[src/rtl/board_key_debounce_pkg.sv]
`default_nettype none
// ============================================================================
// Module : board_key_debounce_pkg
// Brief  : Register address map for the board key debouncer.
// Rev    : 1.0
// ============================================================================
package board_key_debounce_pkg;

    localparam logic [1:0] ADDR_LEVEL   = 2'd0;
    localparam logic [1:0] ADDR_PRESS   = 2'd1;
    localparam logic [1:0] ADDR_RELEASE = 2'd2;
    localparam logic [1:0] ADDR_MASK    = 2'd3;

endpackage
`default_nettype wire

[src/rtl/board_key_debounce_if.sv]
`default_nettype none
// ============================================================================
// Module : board_key_debounce_if
// Brief  : CPU I/O-space register bus (address, write strobe, data in/out).
// Rev    : 1.0
// ============================================================================
interface board_key_debounce_if #(
    parameter int DATA_WIDTH = 8
);
    logic [1:0]            addr;
    logic                  we;
    logic [DATA_WIDTH-1:0] wdata;
    logic [DATA_WIDTH-1:0] data;

    modport master (output addr, output we, output wdata, input  data);
    modport slave  (input  addr, input  we, input  wdata, output data);
endinterface
`default_nettype wire

[src/rtl/board_key_debounce_cell.sv]
`default_nettype none
// ============================================================================
// Module : key_debounce_cell
// Brief  : Single-key debouncer: counter, accepted level and press/release pulses.
// Rev    : 1.0
// ============================================================================
module key_debounce_cell #(
    parameter int DEBOUNCE_CYCLES = 50000,
    parameter int CNT_WIDTH       = $clog2(DEBOUNCE_CYCLES + 1)
) (
    input  wire logic clk,
    input  wire logic reset,
    input  wire logic sample,
    output logic      level,
    output logic      press,
    output logic      rel
);
    localparam logic [CNT_WIDTH-1:0] c_cnt_last = CNT_WIDTH'(DEBOUNCE_CYCLES - 1);

    logic [CNT_WIDTH-1:0] r_cnt;
    logic                 r_level;
    logic                 r_press;
    logic                 r_release;

    always_ff @(posedge clk) begin
        if (!reset) begin
            r_cnt     <= '0;
            r_level   <= 1'b0;
            r_press   <= 1'b0;
            r_release <= 1'b0;
        end else begin
            r_press   <= 1'b0;
            r_release <= 1'b0;
            if (sample == r_level) begin
                r_cnt <= '0;
            end else if (r_cnt == c_cnt_last) begin
                // Last of DEBOUNCE_CYCLES consecutive differing samples.
                r_cnt     <= '0;
                r_level   <= sample;
                r_press   <= sample;
                r_release <= ~sample;
            end else begin
                r_cnt <= r_cnt + CNT_WIDTH'(1);
            end
        end
    end

    assign level = r_level;
    assign press = r_press;
    assign rel   = r_release;
endmodule
`default_nettype wire

[src/rtl/synchronizer.sv]
`default_nettype none
// ============================================================================
// Module : synchronizer
// Brief  : Two-flop synchroniser for asynchronous inputs, per-bit.
// Rev    : 1.0
// ============================================================================
module synchronizer #(
    parameter int                    DATA_WIDTH  = 1,
    parameter logic [DATA_WIDTH-1:0] RESET_VALUE = '0
) (
    input  wire logic                  clk,
    input  wire logic                  reset,
    input  wire logic [DATA_WIDTH-1:0] din,
    output logic      [DATA_WIDTH-1:0] dout
);
    logic [DATA_WIDTH-1:0] r_meta;
    logic [DATA_WIDTH-1:0] r_sync;

    always_ff @(posedge clk) begin
        if (!reset) begin
            r_meta <= RESET_VALUE;
            r_sync <= RESET_VALUE;
        end else begin
            r_meta <= din;
            r_sync <= r_meta;
        end
    end

    assign dout = r_sync;
endmodule
`default_nettype wire

[src/rtl/board_key_debounce.sv]
`default_nettype none
// ============================================================================
// Module : board_key_debounce
// Brief  : Debounced board keys with sticky event latches, mask and interrupt.
// Rev    : 1.0
// ============================================================================
module board_key_debounce
    import board_key_debounce_pkg::*;
#(
    parameter int DATA_WIDTH      = 8,
    parameter int KEY_WIDTH       = 4,
    parameter int DEBOUNCE_CYCLES = 50000,
    parameter int CNT_WIDTH       = $clog2(DEBOUNCE_CYCLES + 1)
) (
    input  wire logic                 clk,
    input  wire logic                 reset,
    input  wire logic [KEY_WIDTH-1:0] ext_board_key,
    board_key_debounce_if.slave       bus,
    output logic      [KEY_WIDTH-1:0] key_level,
    output logic      [KEY_WIDTH-1:0] key_press,
    output logic      [KEY_WIDTH-1:0] key_release,
    output logic                      irq
);
    logic [KEY_WIDTH-1:0]  w_sync;
    logic [KEY_WIDTH-1:0]  w_sample;
    logic [KEY_WIDTH-1:0]  w_wbits;
    logic [KEY_WIDTH-1:0]  w_press_clr;
    logic [KEY_WIDTH-1:0]  w_release_clr;
    logic [DATA_WIDTH-1:0] w_rdata;
    logic [KEY_WIDTH-1:0]  r_press_latch;
    logic [KEY_WIDTH-1:0]  r_release_latch;
    logic [KEY_WIDTH-1:0]  r_mask;
    logic                  w_unused;

    // Synchroniser resets to "released" so a held key is seen as a fresh edge.
    synchronizer #(
        .DATA_WIDTH  (KEY_WIDTH),
        .RESET_VALUE ({KEY_WIDTH{1'b1}})
    ) u_sync (
        .clk   (clk),
        .reset (reset),
        .din   (ext_board_key),
        .dout  (w_sync)
    );

    assign w_sample = ~w_sync;

    for (genvar i = 0; i < KEY_WIDTH; i++) begin : g_key
        key_debounce_cell #(
            .DEBOUNCE_CYCLES (DEBOUNCE_CYCLES),
            .CNT_WIDTH       (CNT_WIDTH)
        ) u_cell (
            .clk    (clk),
            .reset  (reset),
            .sample (w_sample[i]),
            .level  (key_level[i]),
            .press  (key_press[i]),
            .rel    (key_release[i])
        );
    end

    assign w_wbits       = bus.wdata[KEY_WIDTH-1:0];
    assign w_press_clr   = (bus.we && bus.addr == ADDR_PRESS)   ? w_wbits : '0;
    assign w_release_clr = (bus.we && bus.addr == ADDR_RELEASE) ? w_wbits : '0;

    // Set is OR-ed in after the clear so a coincident pulse survives W1C.
    always_ff @(posedge clk) begin
        if (!reset) begin
            r_press_latch   <= '0;
            r_release_latch <= '0;
            r_mask          <= '0;
        end else begin
            r_press_latch   <= (r_press_latch & ~w_press_clr) | key_press;
            r_release_latch <= (r_release_latch & ~w_release_clr) | key_release;
            if (bus.we && bus.addr == ADDR_MASK) begin
                r_mask <= w_wbits;
            end
        end
    end

    always_comb begin
        w_rdata = '0;
        case (bus.addr)
            ADDR_LEVEL:   w_rdata[KEY_WIDTH-1:0] = key_level;
            ADDR_PRESS:   w_rdata[KEY_WIDTH-1:0] = r_press_latch;
            ADDR_RELEASE: w_rdata[KEY_WIDTH-1:0] = r_release_latch;
            ADDR_MASK:    w_rdata[KEY_WIDTH-1:0] = r_mask;
            default:      w_rdata = '0;
        endcase
    end

    assign bus.data = w_rdata;
    assign irq      = |(r_press_latch & r_mask);
    assign w_unused = &{1'b0, bus.wdata};
endmodule
`default_nettype wire
[src/flat_wrapper.sv]
// flat-port wrapper written by rule: the top's interface ports become plain ports
module board_key_debounce_flat import board_key_debounce_pkg::*;
#(
    parameter int DATA_WIDTH      = 8,
    parameter int KEY_WIDTH       = 4,
    parameter int DEBOUNCE_CYCLES = 50000,
    parameter int CNT_WIDTH       = $clog2(DEBOUNCE_CYCLES + 1)
)
  (clk, reset, ext_board_key, key_level, key_press, key_release, irq, bus_addr, bus_we, bus_wdata, bus_data);
  board_key_debounce_if #(.DATA_WIDTH(DATA_WIDTH)) bus_i ();
  input  wire logic clk;
  input  wire logic reset;
  input  wire logic [KEY_WIDTH-1:0] ext_board_key;
  output logic      [KEY_WIDTH-1:0] key_level;
  output logic      [KEY_WIDTH-1:0] key_press;
  output logic      [KEY_WIDTH-1:0] key_release;
  output logic irq;
  input wire logic [$bits(bus_i.addr)-1:0] bus_addr;
  input wire logic [$bits(bus_i.we)-1:0] bus_we;
  input wire logic [$bits(bus_i.wdata)-1:0] bus_wdata;
  output wire logic [$bits(bus_i.data)-1:0] bus_data;
  assign bus_i.addr = bus_addr;
  assign bus_i.we = bus_we;
  assign bus_i.wdata = bus_wdata;
  assign bus_data = bus_i.data;
  board_key_debounce #(.DATA_WIDTH(DATA_WIDTH), .KEY_WIDTH(KEY_WIDTH), .DEBOUNCE_CYCLES(DEBOUNCE_CYCLES), .CNT_WIDTH(CNT_WIDTH)) u_core (.clk(clk), .reset(reset), .ext_board_key(ext_board_key), .bus(bus_i), .key_level(key_level), .key_press(key_press), .key_release(key_release), .irq(irq));
endmodule
[config.mk]
export PLATFORM = sky130hd
export DESIGN_NAME = board_key_debounce_flat
export DESIGN_NICKNAME = d
export VERILOG_FILES = /design/src/rtl/board_key_debounce_pkg.sv /design/src/rtl/board_key_debounce_if.sv /design/src/rtl/board_key_debounce_cell.sv /design/src/rtl/synchronizer.sv /design/src/rtl/board_key_debounce.sv /design/src/flat_wrapper.sv
export SDC_FILE = /design/constraint.sdc
export NUM_CORES = 1
export LEC_CHECK = 0
export CORE_ASPECT_RATIO = 1.2
export CORE_MARGIN = 2
export CORE_UTILIZATION = 35
export DETAILED_ROUTE_END_ITERATION = 16
export SLEW_MARGIN = 20
export SYNTH_ARGS = -nofsm -noshare
export SYNTH_HDL_FRONTEND = slang
export SYNTH_HIERARCHICAL = 1
export SYNTH_SLANG_ARGS = --single-unit
export TNS_END_PERCENT = 10
[constraint.sdc]
create_clock -name clk -period 3.95 [get_ports clk]
set_input_delay 0.79 -clock clk [delete_from_list [all_inputs] [get_ports clk]]
set_output_delay 0.79 -clock clk [all_outputs]
set_load 0.03 [all_outputs]
# Word-level counts from Yosys, hierarchy flattened
# Cells that the tools add are included.
# W data, S select, Z words.
dict set report totals {
  reg_bits 96
  inputBits 17
  output_inout_bits 21
  wordCells 77
}
dict set report op_classes {
  n_addsub 4
  eq_ne 11
  n_mux 3
  bitwise_logic 21
  n_reduce_logical 17
}
# operator count
set op_table {}
lappend op_table {{$add A16 B1 Y16 const B} 4}
lappend op_table {{$eq A16 B16 Y1 const B} 4}
lappend op_table {{$reduce_or A3 Y1} 8}
lappend op_table {{$pmux W4 S4} 1}
lappend op_table {{$not A1 Y1} 13}
lappend op_table {{$and A4 B4 Y4} 3}
lappend op_table {{$not A4 Y4} 3}
lappend op_table {{$mux W4} 2}
lappend op_table {{$or A4 B4 Y4} 2}
lappend op_table {{$reduce_and A2 Y1} 4}
lappend op_table {{$eq A1 B1 Y1} 4}
lappend op_table {{$eq A2 B2 Y1 const B} 2}
lappend op_table {{$reduce_or A4 Y1} 1}
lappend op_table {{$logic_and A1 B1 Y1} 3}
lappend op_table {{$eq A2 B1 Y1 const B} 1}
lappend op_table {{$logic_not A2 Y1} 1}

# Depth between registers and ports, before layout
# Gate-level depths: netlist (run 1).
dict set report depth {
  depth_word 6
  ltp_mapped 6
  depth_no_buf 5
}

# Cells and area by module
# Netlist (run 1), hierarchy kept.
# mod instances cells_per_inst area_per_inst_um2 seq_area_each_um2
set by_module_without_submodules {}
lappend by_module_without_submodules {key_debounce_cell 4 89 815.8 380.4}
lappend by_module_without_submodules {board_key_debounce 1 70 641.9 240.2}
lappend by_module_without_submodules {synchronizer 1 16 210.2 160.2}

# Worst setup path after synthesis (run 1)
# OpenSTA, ideal clock, no wires.
dict set report synth_path {
  path_kind {input port to output port}
  startpoint {input bus_addr[0]}
  endpoint {output bus_data[0]}
  t_arrival_ps 1495
  t_required_ps 3160
  setup_slack_ps 1665
  path_stages 2
  n_path_buf 1
  cell_sequence {buf_6 > mux4_2}
}
dict set report synth_between {
  elab_chain_len 2
  word_cells_on_any_way 5
  classes_between {eq/ne (3); mux (1); reduce/logical (1)}
}
# item line
set synth_lines {}
lappend synth_lines {{start, declared} flat_wrapper.sv:18} ;# input wire logic [$bits(bus_i.addr)-1:0] bus_addr;
lappend synth_lines {{$eq A2 B2 Y1, or another cell as far along} board_key_debounce.sv:83} ;# case (bus.addr)
lappend synth_lines {{$pmux W4 S4 *} board_key_debounce.sv:83}
lappend synth_lines {{end, declared} flat_wrapper.sv:21} ;# output wire logic [$bits(bus_i.data)-1:0] bus_data;
# Mark *: on every way between the ends. The rest lies on a longest branch, timed or not.

# Worst setup path after layout (run 1)
# Ends and elaborated chain as after synthesis.

==> run metrics, run 1 <==
clock root buffer clkbuf_16; GRT met1 Usage about 17%; final setup vio count 0; vias in the first global route between 2k and 3k; asr flop ratio synth 0%; largest net degree at the start of global routing 23; number of antenna diodes 0; initial core utilization between 30% and 40%; most used cell, CP clkdlybuf4s50_1; Total Power a little under 2 mW; setup bufs post-CTS 0; GRT Residual Overflow 0; clk sinks 96; area leader, netlist dfxtp_1; Clk Latency, worst-skew pair 0.34 ns; prevailing post-synth register cell dfxtp_1; peak supply drop 206 uV; Least-Margin Pin Slew ~0.80 ns; routed vias 3082; post-route ant nets 0; Post-Syn Area a little over 4000 um^2; Syn Area/Cell 9.31 um^2; core box area ~12000 um^2; grt met3 use between 3 and 4%; Final Wtd Congestion 0.739; Die Y roughly 120 um; Via-to-Cell Ratio slightly below 5; post-layout net count between 400 and 500; PD cells around 410 nW/um^2; IO buf count 29; Pleak ~1.6 nW; Yosys cell types 33; first-pass GRT wire length approximately 13 mm; die width between 100 and 150 um; Clock Path Buffers 2; CP endpoint kind output pin; Residual DRC 0; I/O pins 38; Rows 43; FF+latch count, synth 96; Worst path slowest cell clkdlybuf4s50_1; Fillers between 1k and 1.5k; htree depth 3; DRT iter0 DRCs 153; area delta synth->final 18.7%; TNS Setup 0 ns; slowest stage delay, CP a little under 0.7 ns; post-synthesis sequential area ratio about 47%; CP Class in -> out; Routed WL ~8.0 mm; RSZ-0062 raised after global routing false; startpoint types input port; fin crit period approximately 3.5 ns; share of post-route cells with drive strength above 1 approximately 7.3%; EDFF count, synth 0; Fin Clk Skew between 0.006 and 0.007 ns; maximum clock frequency 0.289 GHz; Reg clk slew, reported paths approximately 0.07 ns; total track usage between 10% and 20%; Slew HR a little under half; Hold WS between 0.4 and 0.5 ns; first drt pass iteration count 4; Final HPWL DP between 5 and 6 mm; Arrival @ worst endpoint ~2.7 ns; worst min path class reg -> reg; Critical Path Fanout Max 7; area share of the leading cell type in the synthesized netlist between 40% and 50%; # resized after CTS 0; die area 12600 um^2; CTS buffer count 9; initial antenna violation count 0; crit share post-route between 80% and 90%; worst path cell trace clkdlybuf4s50_1 > mux4_2 > clkdlybuf4s50_1; Mapped Cells approximately 440; final hold violations 0; DR WL/cell around 13 um; Yosys Warn Count 6; Max-Cap Viols 0; routing usage on met2 22.5%; CTS tree yes; Synth area leaders dfxtp_1, xnor2_1, nor2_1; required time worst endpoint between 3 and 4 ns; GRT busiest layer met2; Slew Limit Fails 0; status complete, no violations; Hold-fix buffers, CTS 0
worst max-delay path, delay by kind of cell:
kind / cells / cell delay (ns)
buf+inv: 2 / 1.31
mux: 1 / 0.58
layout make-up:
type | instances | area, um^2 | share of cell area, %
clock buffers | 12 | 256 | 5.25
clock inverters | 4 | 76.3 | 1.56
inverters | 24 | 90.1 | 1.84
multi-input cells | 314 | 2040 | 41.7
flip-flops and latches | 96 | 1920 | 39.4
well taps | 157 | 196 | 4.02
repair buffers | 31 | 305 | 6.25
worst paths after layout:
kind / startpoint / endpoint / slack [ns] / cells after the start
hold reg to reg: u_core/u_sync/r_meta[1] / u_core/u_sync/dout[1] / 0.41 / 1
hold / removal: u_core/u_sync/r_meta[1] / u_core/u_sync/dout[1] / 0.41 / 1
setup reg to reg: u_core/g_key[1].u_cell/r_cnt[0] / u_core/g_key[1].u_cell/r_cnt[15] / 2.11 / 5
setup / recovery: bus_addr[0] / bus_data[0] / 0.48 / 3
power breakdown:
part,internal (mW),switching [mW]
Sequential,0.974,0.00295
Combinational,0.0219,0.0299
Clock,0.591,0.366
Total,1.59,0.398
logic make-up after synthesis:
family	count (synthesis)	synth area share, %
xor gates and xnor gates	56	11.9
AOI/OAI and AO/OA	26	3.77
other	1	0.0911
adders and majority gates	4	1.22
and+or+nand+nor	212	28.1
DFF	96	46.7
muxes	12	4.14
buffers and inverters	35	4.07
layout by cell type, fill, tap and decap left out, drive strengths merged, types with 12 or more instances in the layout:
master	Yosys	routed
nand2	25	25
xor2	12	12
xnor2	44	44
inv	24	24
dfxtp	96	96
nand3	24	24
nor3	16	16
clkdlybuf4s50	0	29
clkbuf	0	12
nand4	16	16
nor2	76	76
Yosys cell counts (12+ instances only):
master   number
dfxtp_1      96
nor2_1       76
xnor2_1      44
nand2_1      25
inv_1        24
nand3_1      24
nor3_1       16
nand4_1      12
xor2_1       12
metrics by stage:
step / worst slack (ns) / std cells / area, um^2 / utilization [%]
2_1_floorplan: 1.67 / 445 / 4130 / -
3_3_place_gp: 0.480 / 622 / 4550 / 39.5
3_5_place_dp: 0.491 / 622 / 4550 / 39.5
4_1_cts: 0.491 / 638 / 4880 / 42.4
5_1_grt: 0.414 / 638 / 4880 / 42.4
6_report: 0.484 / 638 / 4880 / 42.4
flip-flops by register name, indices dropped and copies added, names as in the netlist:
name                       flops
u_core/g_key.u_cell/rel        4
u_core/g_key.u_cell/press      4
u_core/u_sync/dout             4
u_core/u_sync/r_meta           4
u_core/r_release_latch         4
u_core/r_press_latch           4
u_core/g_key.u_cell/r_cnt     64
u_core/r_mask                  4
u_core/g_key.u_cell/level      4
routing by layer:
metal | part of all wire, % | wire (um)
met5 | 0 | 0
met4 | 1.7 | 138
met3 | 4.8 | 386
met2 | 48 | 3850
met1 | 45 | 3610
Note: power is estimated with default switching activity, not from simulation.
==> inputs of run 2 (changes only) <==
Settings changed: CAP_MARGIN from default to 20, CORE_ASPECT_RATIO 1.2 to 1.1, CTS_BUF_LIST from default to sky130_fd_sc_hd__clkbuf_4 sky130_fd_sc_hd__clkbuf_8.
==> run metrics, run 2 (same netlist as run 1, synthesis figures left out) <==
status complete, no violations; CP Class in -> out; largest net degree at the start of global routing 17; Rows 41; dpl cells between 600 and 700; most common cell after layout, fill and taps aside dfxtp_1; required time worst endpoint 3.16 ns; Logic pwr share between 3 and 4%; # resized after CTS 0; Least-Margin Pin Slew 0.611 ns; CTS buffer count 9; Slew HR 59.2%; sw power approximately 0.36 mW; RSZ-0062 raised after global routing false; hold path start u_core/u_sync/r_meta[1]; final hold violations 0; share of post-route cells with drive strength above 1 between 7 and 8%; routed vias 3040; post-layout net count 498; DP Area 4550 um^2; final setup vio count 0; Critical Path Source bus_addr[0]; Clock Path Buffers 2; sequential share of power between 60% and 70%; initial core utilization 35.8%; Clk Latency, worst-skew pair 0.35 ns; Routed WL slightly below 8 mm; Max-Cap Viols 0; startpoint types input port; IO buf count 29; peak supply drop between 100 and 150 uV; first-pass GRT wire length around 13 mm; design area between 4000 and 5000 um^2; core box area approximately 11000 um^2; die width about 110 um; Die Y approximately 120 um; I/O pins 38; most frequent cells in the layout dfxtp_1, nor2_1, xnor2_1; switch share 22.5%; setup bufs post-CTS 0; CP endpoint kind output pin; Reg2Reg Depth 5; Hold-fix buffers, CTS 0; total track usage approximately 13%; CTS tree yes; number of antenna diodes 0; clock root buffer clkbuf_8; Final HPWL DP roughly 5.6 mm; Reg clk slew, reported paths 0.09 ns; DRT iter0 DRCs between 90 and 100; Pleak ~1.5 nW; GRT Residual Overflow 0; Largest register FFs 64; reg2reg start u_core/g_key[3].u_cell/r_cnt[0]; maximum clock frequency slightly below 0.3 GHz; Hold Path Stages 1; final cell count without fillers 632; vias in the first global route just under 3k; post-route ant nets 0; htree depth 3; worst min path class reg -> reg; crit share post-route approximately 88%; Internal Power 1.25 mW; clock share of power 36.2%; Arrival @ worst endpoint about 2.7 ns; Critical Path Fanout Max 7; first drt pass iteration count 4; die area approximately 13000 um^2; Fin Clk Skew between 0.008 and 0.009 ns; Via-to-Cell Ratio about 4.8; PD cells about 340 nW/um^2; area delta synth->final 14.8%; fin crit period 3.47 ns; largest reg by FF count u_core/g_key.u_cell/r_cnt; clk sinks 96; Slew Limit Fails 0; TNS Setup 0 ns; Residual DRC 0; initial antenna violation count 0; DR WL/cell around 12 um; Final Wtd Congestion 0.776
## run 2: path summary, 6_finish.rpt
kind	end	slack, ns
worst max-delay path	bus_data[0]	0.48
worst min-delay path	u_core/u_sync/dout[1]	0.41
worst max register to register	u_core/g_key[3].u_cell/r_cnt[15]	2.12
worst min register to register	u_core/u_sync/dout[1]	0.41
## run 2: power groups by stage
| stage | Clock (mW) | Combinational (mW) | Sequential, mW |
|---|---|---|---|
| floorplan | 0 | 0.0325 | 0.998 |
| global placement | 0 | 0.0526 | 0.999 |
| detailed placement | 0 | 0.0532 | 0.999 |
| CTS | 0.611 | 0.0533 | 0.976 |
| global route | 0.651 | 0.0578 | 0.977 |
| finish | 0.583 | 0.0524 | 0.976 |
## run 2: layer usage
metal | global-route usage [%] | vias up | routed length [um]
met3 | 3.65 | 8 | 308
met1 | 16.6 | 1427 | 3740
met5 | 0 | - | 0
met2 | 19.9 | 32 | 3570
met4 | 5.53 | 0 | 97
li1 | - | 1573 | -
## run 2: final cells by class
class	instances	area [um^2]
fillers	1188	6770
multi-input cells	314	2040
flip-flops and latches	96	1920
repair buffers	32	313
well taps	150	188
clock buffers	11	145
inverters	24	90.1
clock inverters	5	31.3
## run 2: critical path, cell delays in order
cell             delay, ns
clkdlybuf4s50_1       0.68
mux4_2                0.58
clkdlybuf4s50_1       0.62
## run 2: metrics by stage
stage | hold WS [ns] | total power [mW] | util (%) | worst slack, ns
after floorplan | 0.386 | 1.03 | - | 1.67
after global placement | 0.391 | 1.05 | 39.6 | 0.479
after detailed placement | 0.393 | 1.05 | 39.6 | 0.468
after CTS | 0.413 | 1.64 | 41.1 | 0.468
after global routing | 0.436 | 1.69 | 41.1 | 0.440
final | 0.407 | 1.61 | 41.1 | 0.484
